### src/rtl/pwm_pkg.sv
// Shared widths and types for the RGB PWM block.
package pwm_pkg;

    localparam int PWM_WIDTH    = 8;
    localparam int PWM_CHANNELS = 3;

    typedef logic [PWM_WIDTH-1:0] duty_t;

endpackage

### src/rtl/pwm_channel.sv
// One PWM lane: active-duty register, comparator against the shared counter, output flop.
module pwm_channel
    import pwm_pkg::*;
#(
    parameter int WIDTH = PWM_WIDTH
) (
    input  logic             clk,
    input  logic             resetn,
    input  logic             load,
    input  logic [WIDTH-1:0] duty,
    input  logic [WIDTH-1:0] cnt,
    output logic             pwm
);

    logic [WIDTH-1:0] active;

    // Compare uses the pre-load duty, so a boundary load first shows on pwm after cnt=0.
    always_ff @(posedge clk or negedge resetn) begin
        if (!resetn) begin
            active <= '0;
            pwm    <= 1'b0;
        end else begin
            if (load)
                active <= duty;
            pwm <= (cnt < active);
        end
    end

endmodule

### src/rtl/pwm_rgb.sv
// Three-channel PWM with duty updates deferred to the period boundary for glitch-free fades.
module pwm_rgb
    import pwm_pkg::*;
#(
    parameter int WIDTH    = PWM_WIDTH,
    parameter int CHANNELS = PWM_CHANNELS
) (
    input  logic                clk,
    input  logic                resetn,
    input  logic                en,
    input  logic [WIDTH-1:0]    value_input0,
    input  logic [WIDTH-1:0]    value_input1,
    input  logic [WIDTH-1:0]    value_input2,
    output logic [CHANNELS-1:0] out
);

    logic [WIDTH-1:0]                cnt;
    logic [CHANNELS-1:0][WIDTH-1:0]  vals;
    logic [CHANNELS-1:0][WIDTH-1:0]  pending;
    logic [CHANNELS-1:0][WIDTH-1:0]  load_val;
    logic                            pend_vld;
    logic                            wrap;
    logic                            load;

    for (genvar i = 0; i < CHANNELS; i++) begin : g_vals
        assign vals[i] = (i == 0) ? value_input0 :
                         (i == 1) ? value_input1 : value_input2;
    end

    assign wrap     = (cnt == {WIDTH{1'b1}});
    assign load     = wrap && (en || pend_vld);
    // A strobe on the boundary edge bypasses the pending bank.
    assign load_val = en ? vals : pending;

    always_ff @(posedge clk or negedge resetn) begin
        if (!resetn) begin
            cnt      <= '0;
            pending  <= '0;
            pend_vld <= 1'b0;
        end else begin
            cnt <= cnt + 1'b1;
            if (en)
                pending <= vals;
            if (wrap)
                pend_vld <= 1'b0;
            else if (en)
                pend_vld <= 1'b1;
        end
    end

    for (genvar i = 0; i < CHANNELS; i++) begin : g_ch
        pwm_channel #(.WIDTH(WIDTH)) u_ch (
            .clk    (clk),
            .resetn (resetn),
            .load   (load),
            .duty   (load_val[i]),
            .cnt    (cnt),
            .pwm    (out[i])
        );
    end

endmodule

### config.mk
export PLATFORM = sky130hd
export DESIGN_NAME = pwm_rgb
export DESIGN_NICKNAME = d
export VERILOG_FILES = /design/src/rtl/pwm_pkg.sv /design/src/rtl/pwm_channel.sv /design/src/rtl/pwm_rgb.sv
export SDC_FILE = /design/constraint.sdc
export NUM_CORES = 1
export LEC_CHECK = 0
export BUFFER_PORTS_ARGS = -buffer_cell sky130_fd_sc_hd__clkbuf_2
export CAP_MARGIN = 0
export CORE_UTILIZATION = 45
export DETAILED_ROUTE_END_ITERATION = 6
export GPL_TIMING_DRIVEN = 1
export PLACE_DENSITY_LB_ADDON = 0.08
export SLEW_MARGIN = 0
export SYNTH_ARGS = -nofsm -noshare
export SYNTH_HDL_FRONTEND = slang
export SYNTH_HIERARCHICAL = 1
export SYNTH_SLANG_ARGS = --single-unit
### constraint.sdc
create_clock -name clk -period 3.6 [get_ports clk]
set_input_delay 0.54 -clock clk [delete_from_list [all_inputs] [get_ports clk]]
set_output_delay 0.54 -clock clk [all_outputs]
set_load 0.01 [all_outputs]
==> out/metrics.yaml <==
status: "completed"
crit_required_ps: 3820
fmax_ghz: 0.471
syn2layout_area_growth_pct: 15.0
tns_ps: 0
insertion_delay_ps: 340
fp.dieH_um: 79.6
antenna_found_initial: 0
h-tree-depth: 3
r2r-end: "g_ch[1].u_ch/active[0]$_DFFE_PN0P_"
final_layout_size_suffix_gt1_frac: 0.294
fin_crit_ps: 2130
fin_ws_ps: 1470
cts_tree: "yes"
r2r-start: "cnt[1]$_DFF_PN0_"
grt-ovfl-total: 0
grt_first_pass_wirelength_um: 8000
reg2regPathDepth: 6
regToRegSetupSlack_ps: 1470
ctsHoldBuffers: 0
rows: 27
async_reset_ff_frac: 1.00
cp-end-kind: "flop"
netlist_instances: 230
grt_pass1_vias: 1721
yosysTopAreaCellShare: 0.555
io_buffers: 29
setup_viol: 0
finalHoldViolations: 0
synth_top_cell_by_area: "dfrtp_1"
diodes: 0
cts_buffers: 9
drt_iter0_drc: 77
cts_resized: 0
syn_nets: 279
synthFlopType: "dfrtp_1"
vdd_drop_max_mv: 0.272
post_cts_buffers: 0
grt_use_total: 0.172
fin_crit_sh: 0.590
hpwl_um: 3110
final_nets: 317
crit_fanout: 21
worst_pin_slew_ps: 734
fin_worst_skew_ps: 10.5
syn_avg_cell_area_sq_um: 11.8
final_core_util: 0.552
synth_most_common_cell: "dfrtp_1"
detail_route.wl_per_cell_um: 13.3
io-pin-count: 30
routed_wl_um: 4560
drtAntennaViolNets: 0
via_per_inst: 4.95
clockBufferDepth: 2
p_leak_nw: 1.49
clock-sinks: 60
power_per_cell_area_nw_per_um2: 451
clk_pin_slew_ps: 70
vias: 1703
synth_seq_cells: 60
initial_core_util: 0.480
ys_types: 22
timing.slew.headroom: 0.511
place_congestion: 0.726
synth_common_cells: "60 x dfrtp_1, 30 x nand2_1, 26 x mux2_2, 24 x o21ai_0"
rsz0062_at_grt: "no"
ys_top_cells_by_area: "dfrtp_1 55%, mux2_2 11%, ha_1 10%"
crit_type: "reg -> reg"
syn_area_sq_um: 2710
crit_path_start_kind: "flop"
drt_pass1_iterations: 4
whs_ps: 355
ys_warn_count: 6
max-cap-violations: 0
synth_edf_count: 0
coreArea_sq_um: 5640
hold_class: "in -> async"
grt_max_degree: 61
arrival_ps: 2340
slew_violations: 0
dieArea_sq_um: 6330
ys_seq_area_frac: 0.555
pre_cts_ws_ps: 1430
clockRootBuffer: "clkbuf_8"
die-width_um: 79.6
drc_errors: 0
==> cells in the final DEF, fill, tap and decap left out, types with 3 or more instances in the layout <==
cell	synthesis	routed
xor2_1	3	3
a41oi_1	3	3
nand2_1	30	30
clkbuf_2	0	29
o21ai_1	3	3
clkbuf_8	0	13
xnor2_1	3	3
buf_4	0	4
a21oi_1	6	6
inv_1	22	22
a211oi_2	3	3
nor2b_1	4	4
mux2_2	26	26
ha_1	22	22
o21ai_0	24	24
nor2_1	9	8
dfrtp_1	60	60
==> cell type report <==
cell class              instances  area [sq um]
inverters                      22          82.6
fillers                       529          2530
multi-input cells             142          1080
clock buffers                  14           183
repair buffers                 33           175
clock inverters                 1          5.00
well taps                      72          90.1
flip-flops and latches         60          1500
==> report_power, final <==
group	internal [W]	total (W)	switching, W	leakage (nW)
Sequential	0.000719	0.000730	0.0000111	0.693
Clock	0.000320	0.000562	0.000241	0.0986
Combinational	0.0000534	0.000113	0.0000596	0.698
Total	0.00109	0.00140	0.000312	1.49
==> kinds of logic (layout without fill, tap and decap cells) <==
| kind of cell | count (synthesis) | in the layout | share of synthesized area |
|---|---|---|---|
| fa+ha+maj | 22 | 22 | 0.102 |
| simple gates | 48 | 48 | 0.0786 |
| xor+xnor | 6 | 6 | 0.0194 |
| flops | 60 | 60 | 0.555 |
| mux | 27 | 27 | 0.112 |
| buf+inv | 28 | 70 | 0.0485 |
| compound gates | 39 | 39 | 0.0846 |
==> worst max-delay path, stage by stage (launching register included) <==
cell and delay [ps]:
dfrtp_1 450, ha_1 230, and4_2 240, nand4_1 120, nor2_2 310, buf_4 290, mux2_2 360
==> worst max path at each step <==
| stage | startpoint | to |
|---|---|---|
| after floorplan | cnt[0]$_DFF_PN0_ | g_ch[0].u_ch/active[0]$_DFFE_PN0P_ |
| after global placement | en | g_ch[1].u_ch/active[0]$_DFFE_PN0P_ |
| after detailed placement | en | g_ch[1].u_ch/active[0]$_DFFE_PN0P_ |
| after CTS | cnt[0]$_DFF_PN0_ | g_ch[1].u_ch/active[0]$_DFFE_PN0P_ |
| after global routing | cnt[0]$_DFF_PN0_ | g_ch[1].u_ch/active[0]$_DFFE_PN0P_ |
| final | cnt[1]$_DFF_PN0_ | g_ch[1].u_ch/active[0]$_DFFE_PN0P_ |
==> through the flow <==
stage               std cells  cell area, sq um  power, W
floorplan                 230              2710  0.000813
global placement          329              2930  0.000855
detailed placement        329              2930  0.000858
CTS                       344              3110   0.00142
global route              344              3110   0.00147
finish                    344              3110   0.00140
==> sequential cells by signal, indices dropped and copies added (netlist names) <==
register          cells
g_ch.u_ch/active     24
cnt                   8
g_ch.u_ch/pwm         3
pend_vld              1
pending              24
==> metal layers <==
| layer | wire length (um) | global-route usage | part of all wire | vias to the layer above |
|---|---|---|---|---|
| li1 | - | - | - | 850 |
| met1 | 2130 | 0.213 | 0.47 | 812 |
| met2 | 2160 | 0.270 | 0.47 | 35 |
| met3 | 195 | 0.0617 | 0.043 | 6 |
| met4 | 69 | 0.0709 | 0.015 | 0 |
| met5 | 0 | 0 | 0 | - |
(Power assumes the default switching activity.)
